--- config.mk ---
export PLATFORM = sky130hd
export DESIGN_NAME = quad_speed_meter
export DESIGN_NICKNAME = d
export VERILOG_FILES = /design/src/rtl/quad_pkg.sv /design/src/rtl/quad_decoder.sv /design/src/rtl/quad_speed_meter.sv
export SDC_FILE = /design/constraint.sdc
export NUM_CORES = 1
export LEC_CHECK = 0
export BUFFER_PORTS_ARGS = -buffer_cell sky130_fd_sc_hd__buf_2
export CAP_MARGIN = 0
export CORE_ASPECT_RATIO = 0.8
export CORE_MARGIN = 5
export CORE_UTILIZATION = 59
export CTS_CLUSTER_DIAMETER = 30
export DETAILED_ROUTE_END_ITERATION = 16
export GPL_ROUTABILITY_DRIVEN = 0
export PLACE_DENSITY = 0.8
export SYNTH_ARGS = -nofsm -noshare
export SYNTH_HDL_FRONTEND = slang
export SYNTH_SLANG_ARGS = --single-unit
export TNS_END_PERCENT = 10
--- constraint.sdc ---
create_clock -name clk -period 5.55 [get_ports clk]
set_input_delay 1.11 -clock clk [delete_from_list [all_inputs] [get_ports clk]]
set_output_delay 1.11 -clock clk [all_outputs]
set_load 0.01 [all_outputs]
--- src/rtl/quad_pkg.sv ---
// Shared phase encoding, speed limits and the quadrature step decode used by
// the speed meter front end and top level.
package quad_pkg;

  // Encoded as the raw {a, b} pin pair so a synchronised sample casts directly.
  typedef enum logic [1:0] {
    P00 = 2'b00,
    P01 = 2'b01,
    P11 = 2'b11,
    P10 = 2'b10
  } quad_phase_t;

  typedef struct packed {
    logic signed [1:0] inc;
    logic              illegal;
  } quad_step_t;

  localparam logic signed [15:0] SPEED_MAX = 16'sh7FFF;
  localparam logic signed [15:0] SPEED_MIN = 16'sh8000;
  localparam logic signed [17:0] ACC_MAX   = 18'sd131071;
  localparam logic signed [17:0] ACC_MIN   = -18'sd131071;

  function automatic quad_phase_t quad_next(input quad_phase_t p);
    case (p)
      P00:     quad_next = P01;
      P01:     quad_next = P11;
      P11:     quad_next = P10;
      default: quad_next = P00;
    endcase
  endfunction

  function automatic quad_step_t quad_step(input quad_phase_t prev, input quad_phase_t cur);
    quad_step_t s;
    s.inc     = 2'sd0;
    s.illegal = 1'b0;
    if (cur != prev) begin
      if (cur == quad_next(prev)) begin
        s.inc = 2'sd1;
      end else if (prev == quad_next(cur)) begin
        s.inc = -2'sd1;
      end else begin
        s.illegal = 1'b1;
      end
    end
    return s;
  endfunction

endpackage

--- src/rtl/quad_decoder.sv ---
// Encoder front end: 2-flop synchronisers, optional per-channel glitch filter
// (QUAD_GLITCH_FILTER_EN), phase register with prime cycle, and step decode.
module quad_decoder
  import quad_pkg::*;
#(
  parameter int DIR_INVERT = 0,
  parameter int FILT_LEN   = 4
) (
  input  logic              clk,
  input  logic              reset,
  input  logic              i_enc_a,
  input  logic              i_enc_b,
  output logic signed [1:0] o_inc,
  output logic              o_illegal
);

  if (FILT_LEN < 2 || FILT_LEN > 16) begin : g_bad_filt_len
    $error("quad_decoder: FILT_LEN must be in 2..16");
  end

  // Bit 1 = channel A, bit 0 = channel B throughout.
  logic [1:0] r_enc_p0;
  logic [1:0] r_enc_p1;
  logic [1:0] w_dec;

  // Stage p0/p1: metastability synchroniser (data only, no reset)
  always_ff @(posedge clk) begin
    r_enc_p0 <= {i_enc_a, i_enc_b};
    r_enc_p1 <= r_enc_p0;
  end

`ifdef QUAD_GLITCH_FILTER_EN
  localparam int CNT_W = $clog2(FILT_LEN);

  logic [CNT_W-1:0] r_filt_cnt [2];
  logic [1:0]       r_filt;

  // Stage p2: output follows the input only after FILT_LEN agreeing samples
  always_ff @(posedge clk) begin
    for (int i = 0; i < 2; i++) begin
      if (reset) begin
        r_filt[i]     <= 1'b0;
        r_filt_cnt[i] <= '0;
      end else if (r_enc_p1[i] == r_filt[i]) begin
        r_filt_cnt[i] <= '0;
      end else if (r_filt_cnt[i] == CNT_W'(FILT_LEN - 1)) begin
        r_filt[i]     <= r_enc_p1[i];
        r_filt_cnt[i] <= '0;
      end else begin
        r_filt_cnt[i] <= r_filt_cnt[i] + CNT_W'(1);
      end
    end
  end

  assign w_dec = r_filt;
`else
  assign w_dec = r_enc_p1;
`endif

  quad_phase_t w_cur;
  quad_phase_t r_prev;
  logic        r_primed;
  quad_step_t  w_step;

  assign w_cur  = quad_phase_t'(w_dec);
  assign w_step = quad_step(r_prev, w_cur);

  // Phase register: the first cycle out of reset only captures the phase
  always_ff @(posedge clk) begin
    if (reset) begin
      r_prev   <= P00;
      r_primed <= 1'b0;
    end else begin
      r_prev   <= w_cur;
      r_primed <= 1'b1;
    end
  end

  always_comb begin
    o_inc     = 2'sd0;
    o_illegal = 1'b0;
    if (r_primed) begin
      o_inc     = (DIR_INVERT != 0) ? -w_step.inc : w_step.inc;
      o_illegal = w_step.illegal;
    end
  end

endmodule

--- src/rtl/quad_speed_meter.sv ---
// Per-wheel quadrature speed meter: position, error count and per-window
// saturated speed. Define QUAD_GLITCH_FILTER_EN to add the input glitch filter.
module quad_speed_meter
  import quad_pkg::*;
#(
  parameter int WINDOW_CYCLES = 500000,
  parameter int DIR_INVERT    = 0,
  parameter int FILT_LEN      = 4
) (
  input  logic               clk,
  input  logic               reset,
  input  logic               enc_a,
  input  logic               enc_b,
  output logic signed [31:0] speed,
  output logic               speed_valid,
  output logic signed [31:0] position,
  output logic [7:0]         err_cnt
);

  if (WINDOW_CYCLES < 2 || WINDOW_CYCLES > 16777216) begin : g_bad_window
    $error("quad_speed_meter: WINDOW_CYCLES must be in 2..2^24");
  end

  localparam int              WIN_W    = $clog2(WINDOW_CYCLES);
  localparam logic [WIN_W-1:0] WIN_LAST = WIN_W'(WINDOW_CYCLES - 1);

  function automatic logic signed [17:0] sat_acc(input logic signed [18:0] v);
    if (v > 19'sd131071) begin
      return ACC_MAX;
    end else if (v < -19'sd131071) begin
      return ACC_MIN;
    end
    return v[17:0];
  endfunction

  function automatic logic signed [15:0] sat_speed(input logic signed [18:0] v);
    if (v > 19'sd32767) begin
      return SPEED_MAX;
    end else if (v < -19'sd32768) begin
      return SPEED_MIN;
    end
    return v[15:0];
  endfunction

  logic signed [1:0]  w_inc;
  logic               w_illegal;
  logic signed [18:0] w_sum;
  logic               w_win_end;

  logic [WIN_W-1:0]   r_win;
  logic signed [17:0] r_acc;
  logic signed [15:0] r_speed;
  logic               r_speed_vld;
  logic signed [31:0] r_position;
  logic [7:0]         r_err;

  quad_decoder #(
    .DIR_INVERT(DIR_INVERT),
    .FILT_LEN  (FILT_LEN)
  ) u_dec (
    .clk      (clk),
    .reset    (reset),
    .i_enc_a  (enc_a),
    .i_enc_b  (enc_b),
    .o_inc    (w_inc),
    .o_illegal(w_illegal)
  );

  // The window-end cycle's own increment is folded into the closing window.
  assign w_sum     = 19'(r_acc) + 19'(w_inc);
  assign w_win_end = (r_win == WIN_LAST);

  // Stage p3: counters, window accumulation and speed latch
  always_ff @(posedge clk) begin
    if (reset) begin
      r_win       <= '0;
      r_acc       <= '0;
      r_speed     <= '0;
      r_speed_vld <= 1'b0;
      r_position  <= '0;
      r_err       <= '0;
    end else begin
      r_position  <= r_position + 32'(w_inc);
      r_speed_vld <= w_win_end;
      if (w_illegal && (r_err != 8'hFF)) begin
        r_err <= r_err + 8'd1;
      end
      if (w_win_end) begin
        r_win   <= '0;
        r_acc   <= '0;
        r_speed <= sat_speed(w_sum);
      end else begin
        r_win <= r_win + WIN_W'(1);
        r_acc <= sat_acc(w_sum);
      end
    end
  end

  assign speed       = 32'(r_speed);
  assign speed_valid = r_speed_vld;
  assign position    = r_position;
  assign err_cnt     = r_err;

endmodule

==> impl_metrics.toml, run 1 <==
[status]
outcome = "completed"

[layout]
finish.utilization_pct = 66.7
num-fill-cells = 896
area_delta_synth_final_pct = 10.2
drive_above_1_share_pct = 14.0
multi_input_area_mm2 = 0.00386
seqCellArea_mm2 = 0.00202
num_antenna_cells = 0
layout.nets = 859

[power_and_ir_drop]
p_sw_mw = 0.747
p_leak_nw = 3.13
pwr-share-clk_pct = 28.6
p_sw_share_pct = 35.2
internal_power_mw = 1.37
combPwrFrac_pct = 31.7
peakVddDrop_uv = 176
seqPwrFrac_pct = 39.7
powerDensity_mw_per_mm2 = 311

[cts]
cts_root_buf = "clkbuf_16"
post_cts_resized = 0
cts_tree = "yes"
cts.path.max_buffers = 2
post-cts-setup-buffers = 0
clk_pin_slew_ns = 0.07
cts_buffers = 9
cts-hold-fix-buffers = 0
clk_latency_ns = 0.35
cts_max_level = 3
cts.sinks = 101

[worst_setup_path]
required_ns = 5.74
rrSetupSlack_ns = 0.85
r2r_start = "u_dec.r_enc_p1[0]"
startpoint = "u_dec.r_enc_p1[0]"
critical_path_arrival_ns = 4.89
cp_slowest_cell = "a21oi_2"
end_kind = "flop"
max_stage_delay_ns = 0.59
path_class = "flop to flop"
crit_chain = "xor2_1, nor2_1, nand2_1, inv_1, buf_4, ha_1, a211o_1, a211oi_2, o21ai_0, a2111oi_0, nand4b_1, nand4_1, a21oi_2, a21oi_1"
startpoint_type = "flop"
crit_fanout = 21

[synthesis]
synthFlopType = "dfxtp_1"
ys_warn_count = 0
synth-seq-area-share_pct = 32.7
yosys_register_bits = 101
avgSynthCellArea_um2 = 8.26
synthSimpleGateAreaFrac_pct = 20.6
netlist_area_mm2 = 0.00619
syn-num-nets = 807
synth_mux_area_share_pct = 1.21
ys_async_sr_fraction_pct = 0
ys_types = 67
synth_edf_count = 0
synth_xor_area_share_pct = 7.78
synth_top_family_by_area = "compound AO/OA/AOI/OAI gates"
syn_inst = 750
synth_compound_area_share_pct = 21.7
synth_fa_ha_area_share_pct = 11.1

[drt]
initialDrtViolationCount = 274
drt-vias-per-instance = 5.93
drc = 0
ant_nets = 0
routedWlPerCell_um = 15.6
routed_wl_mm = 14.8
firstDrtPassIters = 5
vias = 5615

[timing]
clock_skew_ns = 0.00895
layout_min_cycle_time_ns = 4.70
fin_setup_tns_ns = 0
setup_ws_ns = 0.851
tightest_slew_ns = 1.03
period_share_pct = 84.7
slew_violations = 0
hold_ws_ns = 0.329
relSlewSlack_pct = 31.3
finalSetupViolCount = 0
finalHoldViolCount = 0
rsz0062_at_grt = "false"
fmax_mhz = 213

[grt]
grt_antenna_before_repair = 0
grt-ovfl-total = 0
grt_max_degree = 56
grt_first_pass_wirelength_mm = 24.4
grtUsageTotal_pct = 22.8
first_global_vias = 5300

[floorplan]
io_pins = 77
core_area_mm2 = 0.0102
start_util_pct = 60.5
die_x_um = 125
die_h_um = 102
num_rows = 33
dieArea_mm2 = 0.0127

[placed_design]
hpwl_mm = 10.9
io_buffers = 76
preCtsSetupSlack_ns = 0.990

[worst_hold_path]
hp-start = "u_dec.r_enc_p0[0]"
min_path_type = "flop to flop"

[run]
drv_cap = 0
-- cells in the mapped netlist, types with 2 or more instances --
master,number,area share [%]
dfxtp_1,101,33
nor2_1,71,4.3
a21oi_1,69,5.6
o21ai_0,59,4.8
nand2_1,56,3.4
ha_1,51,10
nand3_1,32,2.6
xnor2_1,31,4.4
xor2_1,24,3.4
nor3_1,23,1.9
a21o_1,22,2.7
inv_1,22,1.3
buf_4,16,1.9
clkbuf_1,16,0.97
nor2b_1,15,1.5
and3_1,12,1.2
nand4_1,12,1.2
o21a_1,11,1.3
a31oi_1,9,0.91
or3_1,8,0.81
o21bai_1,7,0.85
a211oi_1,6,0.73
nand2b_1,5,0.51
mux2_2,4,0.73
nor3b_1,4,0.48
a2111oi_0,3,0.42
a31o_2,3,0.42
mux2i_1,3,0.48
nand4b_1,3,0.42
nor4_1,3,0.30
nor4b_1,3,0.42
a21boi_0,2,0.24
buf_2,2,0.16
buf_6,2,0.36
fa_1,2,0.65
o2111ai_1,2,0.28
o211ai_1,2,0.24
o21ba_2,2,0.32
o31ai_1,2,0.24
or2_2,2,0.20
or4_1,2,0.24
-- power by group through the flow --
stage	sequential (mW)	clock [mW]	combinational, mW
2_1_floorplan	0.863	0	0.488
3_3_place_gp	0.856	0	0.632
3_5_place_dp	0.859	0	0.657
4_1_cts	0.842	0.619	0.662
5_1_grt	0.850	0.652	0.744
6_report	0.842	0.606	0.672
-- routing by layer --
metal	part of all wire [%]	global-route usage (%)
met4	1.6	7.25
met5	0	0
met1	44	28.5
met3	6.1	4.59
met2	48	40.1
-- metrics by stage --
stage / power (mW) / instance area [um^2] / instances
floorplan: 1.35 / 6190 / 750
global placement: 1.49 / 6550 / 931
detailed placement: 1.52 / 6550 / 931
CTS: 2.12 / 6830 / 947
global route: 2.25 / 6830 / 947
finish: 2.12 / 6830 / 947
-- area by class of cell --
type                       count  share of cell area (%)
tap                          140                    2.57
timing repair buffer          79                    5.90
sequential                   101                    29.6
multi-input combinational    589                    56.6
clock buffer                   9                    3.30
inverter                      22                    1.21
clock inverter                 7                   0.806
-- critical path, delay by kind of cell (launching register included) --
family	cells	cell delay [ns]
buffers and inverters	2	0.93
AND/OR/NAND/NOR	4	0.75
adder cells (fa/ha/maj)	1	0.32
AO/OA/AOI/OAI	6	2.02
flip-flops	1	0.34
XOR/XNOR	1	0.17
-- placed cells by master, fill, tap and decap left out, types with 15 or more instances in the layout --
cell type  instances
nor2_1            71
nor2b_1           15
nand2_1           56
inv_1             22
dfxtp_1          101
buf_2             76
nand3_1           32
a21o_1            22
ha_1              51
a21oi_1           69
nor3_1            23
xnor2_1           31
xor2_1            24
o21ai_0           59
-- cells by family after synthesis --
logic type               after synthesis
buffers and inverters                 60
XOR/XNOR                              55
adder cells (fa/ha/maj)               54
flip-flops                           101
AND/OR/NAND/NOR                      259
multiplexers                           7
AO/OA/AOI/OAI                        214
-- registers in the layout, summed over array words and instances (netlist names) --
signal and flops:
r_acc 18, u_dec.r_primed 1, u_dec.r_enc_p0 2, speed_valid 1, r_win 19, u_dec.r_prev 2
err_cnt 8, position 32, r_speed 16, u_dec.r_enc_p1 2
-- path summary, 6_finish.rpt --
path	to	cells past startpoint
setup / recovery	r_speed[5]	14
hold / removal	u_dec.r_enc_p1[0]	0
setup reg to reg	r_speed[5]	14
hold reg to reg	u_dec.r_enc_p1[0]	0
Power figures use the tool's default switching activity.
==> run 2: changes to the inputs <==
==> constraint.sdc (replaced) <==
create_clock -name clk -period 4.8 [get_ports clk]
set_input_delay 0.96 -clock clk [delete_from_list [all_inputs] [get_ports clk]]
set_output_delay 0.96 -clock clk [all_outputs]
set_load 0.01 [all_outputs]
==> impl_metrics.toml, run 2 (synthesis results as in run 1) <==
[status]
outcome = "completed"

[run]
drv_cap = 0

[grt]
top_usage_layer = "met2"
grt_antenna_before_repair = 0
use_met2_pct = 38.6
grt_first_pass_wirelength_mm = 23.9
grt_util_met1_pct = 28.0
first_global_vias = 5230
grtUsageTotal_pct = 22.4
grt_max_degree = 56
grt-ovfl-total = 0
gr-usage-met3_pct = 4.85

[worst_setup_path]
required_ns = 5.04
end_kind = "flop"
crit_chain = "xor2_1, nor2_1, nand2_1, inv_1, buf_4, ha_1, nor2b_1, o31a_1, o311ai_0, o31ai_1, a21oi_1, o21ai_0, a31oi_1, mux2_2"
startpoint_type = "flop"
crit_fanout = 14
max_stage_delay_ns = 0.60
cp_slowest_cell = "o311ai_0"
path_class = "flop to flop"
critical_path_arrival_ns = 4.61

[cts]
cts_root_buf = "clkbuf_16"
clk_latency_ns = 0.35
clk_pin_slew_ns = 0.07
cts-hold-fix-buffers = 0
post-cts-setup-buffers = 0
cts_tree = "yes"
cts_max_level = 3
post_cts_resized = 0
cts_buffers = 9
cts.sinks = 101
cts.path.max_buffers = 2

[power_and_ir_drop]
totalPowerFinal_mw = 2.44
pwr-share-clk_pct = 28.6
seqPwrFrac_pct = 39.7
peakVddDrop_uv = 223
p_sw_share_pct = 35.0
combPwrFrac_pct = 31.7
powerDensity_mw_per_mm2 = 357
p_leak_nw = 3.14
internal_power_mw = 1.59
p_sw_mw = 0.856

[layout]
area_delta_synth_final_pct = 10.4
final_cell_mix = "dfxtp_1, buf_2, nor2_1"
largest_register_ff_count = 32
layout.nets = 860
final_common_cell = "dfxtp_1"
stdcell_area_mm2 = 0.00684
num_antenna_cells = 0
finish.utilization_pct = 66.8
drive_above_1_share_pct = 14.1
num-fill-cells = 882

[floorplan]
io_pins = 77
die_h_um = 102
dieArea_mm2 = 0.0127
die_x_um = 125
num_rows = 33
core_area_mm2 = 0.0102
start_util_pct = 60.5

[placed_design]
hpwl_mm = 10.6
io_buffers = 76
preCtsSetupSlack_ns = 0.514
dpl_cell_area_mm2 = 0.00655

[timing]
setup_ws_ns = 0.436
slew_violations = 0
fmax_mhz = 229
layout_min_cycle_time_ns = 4.36
rsz0062_at_grt = "false"
fin_setup_tns_ns = 0
finalSetupViolCount = 0
finalHoldViolCount = 0
tightest_slew_ns = 1.03
relSlewSlack_pct = 31.4
period_share_pct = 90.9
clock_skew_ns = 0.00577

[worst_hold_path]
min_path_type = "flop to flop"

[drt]
vias = 5617
drt-vias-per-instance = 5.93
routed_wl_mm = 14.4
firstDrtPassIters = 5
routedWlPerCell_um = 15.2
drc = 0
initialDrtViolationCount = 396
ant_nets = 0
==> run 2: changes by cell type in the layout (fill, tap and decap cells not counted), sizes merged <==
cell / before / now
clkinv: 1 / 3
inv: 26 / 24
buf: 79 / 80
==> run 2: power groups by stage <==
stage / Sequential (mW) / Combinational (mW) / Clock [mW]
after floorplan: 0.998 / 0.564 / 0
after CTS: 0.970 / 0.764 / 0.714
after global placement: 0.987 / 0.733 / 0
after detailed placement: 0.989 / 0.758 / 0
after global routing: 0.978 / 0.859 / 0.755
final: 0.971 / 0.774 / 0.699
==> run 2: stage by stage <==
| step | cells | hold slack (ns) |
|---|---|---|
| 2_1_floorplan | 750 | 0.310 |
| 3_3_place_gp | 932 | 0.321 |
| 3_5_place_dp | 932 | 0.325 |
| 4_1_cts | 948 | 0.339 |
| 5_1_grt | 948 | 0.353 |
| 6_report | 948 | 0.338 |
==> run 2: path summary, 6_finish.rpt <==
path	cells after the start	from	endpoint	slack [ns]
setup / recovery	14	u_dec.r_enc_p1[0]	position[30]	0.44
hold / removal	0	u_dec.r_enc_p0[0]	u_dec.r_enc_p1[0]	0.34
setup reg to reg	14	u_dec.r_enc_p1[0]	position[30]	0.44
hold reg to reg	0	u_dec.r_enc_p0[0]	u_dec.r_enc_p1[0]	0.34
==> run 2: metal layers <==
layer  vias up  part of all wire (%)
met5         -                     0
met4         0                   1.8
met3        27                   5.6
met2       193                    48
met1      2609                    45
li1       2788                     -
==> run 2: critical path, delay by kind of cell, from the launching register on <==
kind | cells | cell delay [ns]
flops | 1 | 0.34
mux | 1 | 0.35
buf+inv | 2 | 0.70
fa+ha+maj | 1 | 0.30
simple gates | 3 | 0.45
compound gates | 6 | 1.94
xor+xnor | 1 | 0.17
==> run 2: layout make-up <==
cell class,instances,area [um^2],area share [%]
clock buffer,9,225,3.29
tap,140,175,2.56
multi-input combinational,589,3860,56.5
timing repair buffer,80,410,6.00
inverter,22,82.6,1.21
clock inverter,7,57.6,0.842
sequential,101,2020,29.6
==> run 3: changes to the inputs <==
==> constraint.sdc (replaced) <==
create_clock -name clk -period 4.8 [get_ports clk]
set_input_delay 0.48 -clock clk [delete_from_list [all_inputs] [get_ports clk]]
set_output_delay 0.48 -clock clk [all_outputs]
set_load 0.01 [all_outputs]
==> impl_metrics.toml, run 3 (synthesis results as in run 1) <==
[status]
outcome = "completed"

[timing]
fin_setup_tns_ns = 0
period_share_pct = 90.1
finalSetupViolCount = 0
clock_skew_ns = 0.00910
slew_violations = 0
finalHoldViolCount = 0
fmax_mhz = 231
tightest_slew_ns = 1.02
layout_min_cycle_time_ns = 4.33
relSlewSlack_pct = 31.5
rsz0062_at_grt = "false"
hold_ws_ns = 0.228

[cts]
cts.path.max_buffers = 2
cts.sinks = 101
post_cts_resized = 0
cts_tree = "yes"
clk_latency_ns = 0.36
clk_pin_slew_ns = 0.07
cts_buffers = 9
post-cts-setup-buffers = 0
cts_max_level = 3
cts_root_buf = "clkbuf_16"
cts-hold-fix-buffers = 0

[layout]
layout.nets = 859
final_common_cell = "dfxtp_1"
num_antenna_cells = 0
largest_register_ff_count = 32
final_cell_mix = "dfxtp_1, buf_2, nor2_1"
drive_above_1_share_pct = 14.0
layout.cells.non_filler = 947
area_delta_synth_final_pct = 11.0

[worst_setup_path]
path_class = "flop to flop"
rrSetupSlack_ns = 0.47
crit_buf_inv = 2
r2r_start = "u_dec.r_enc_p1[0]"
path_delay_family = "compound AO/OA/AOI/OAI gates"
crit_fanout = 14
end_kind = "flop"
crit_chain = "xor2_1, nor2_1, nand2_1, inv_1, buf_4, ha_1, nor2b_1, o31a_1, o311ai_0, o31ai_1, a21oi_1, o21ai_0, a31oi_1, mux2_2"
startpoint_type = "flop"
max_stage_delay_ns = 0.49
required_ns = 5.04
critical_path_arrival_ns = 4.57
rr_endpoint = "position[30]"
r2r_cells = 14
cp_slowest_cell = "o311ai_0"

[worst_hold_path]
hold_depth = 1
hp-start = "enc_a"
whs_endpoint = "u_dec.r_enc_p0[1]"
min_path_type = "input port to flop"

[placed_design]
hpwl_mm = 11.0
dp_cells = 931
io_buffers = 76

[power_and_ir_drop]
p_sw_mw = 0.875
peakVddDrop_uv = 257
totalPowerFinal_mw = 2.57
combPwrFrac_pct = 30.6
powerDensity_mw_per_mm2 = 374
p_sw_share_pct = 34.1
internal_power_mw = 1.69
pwr-share-clk_pct = 31.6
seqPwrFrac_pct = 37.8
p_leak_nw = 3.16

[drt]
drt-vias-per-instance = 5.98
firstDrtPassIters = 5
ant_nets = 0
routed_wl_mm = 15.1
vias = 5660
drc = 0
routedWlPerCell_um = 16.0
initialDrtViolationCount = 314

[grt]
grt_max_degree = 56
grtUsageTotal_pct = 23.2
grt_first_pass_wirelength_mm = 24.7
grt_antenna_before_repair = 0
grt-ovfl-total = 0
first_global_vias = 5421

[run]
drv_cap = 0

[floorplan]
num_rows = 33
dieArea_mm2 = 0.0127
die_h_um = 102
core_area_mm2 = 0.0102
start_util_pct = 60.5
io_pins = 77
die_x_um = 125
[run 3: per-stage QoR]
step / setup slack [ns] / area, um^2 / utilization [%]
after floorplan: 0.652 / 6190 / -
after global placement: 0.673 / 6550 / 63.9
after detailed placement: 0.503 / 6550 / 63.9
after CTS: 0.473 / 6880 / 67.1
after global routing: 0.0459 / 6880 / 67.1
final: 0.473 / 6880 / 67.1
[run 3: power groups by stage]
stage	sequential [mW]	clock (mW)	combinational (mW)
2_1_floorplan	0.998	0	0.564
3_3_place_gp	0.988	0	0.732
3_5_place_dp	0.990	0	0.762
4_1_cts	0.971	0.821	0.774
5_1_grt	0.977	0.862	0.866
6_report	0.970	0.813	0.786
[run 3: final cells by class]
| class | count | area (um^2) |
|---|---|---|
| clock inverters | 7 | 104 |
| multi-input cells | 589 | 3860 |
| fillers | 891 | 3360 |
| inverters | 22 | 82.6 |
| repair buffers | 79 | 403 |
| well taps | 140 | 175 |
| clock buffers | 9 | 225 |
| flip-flops and latches | 101 | 2020 |
[run 3: per-layer routing]
metal	routed length (um)	vias to the layer above	global-route usage, %
li1	-	2790	-
met4	328	0	8.17
met5	0	-	0
met2	7330	180	41.7
met1	6590	2655	27.7
met3	889	35	4.96
[run 3: how the worst max path moves through the flow]
stage	slack (ns)	start	to	cells past startpoint
final	0.47	u_dec.r_enc_p1[0]	position[30]	14
after CTS	0.47	u_dec.r_enc_p1[0]	position[30]	14
after global routing	0.05	u_dec.r_enc_p1[0]	position[30]	14
after global placement	0.67	u_dec.r_enc_p1[0]	position[30]	14
after floorplan	0.65	u_dec.r_enc_p1[0]	r_acc[0]	13
after detailed placement	0.50	u_dec.r_enc_p1[0]	position[30]	14
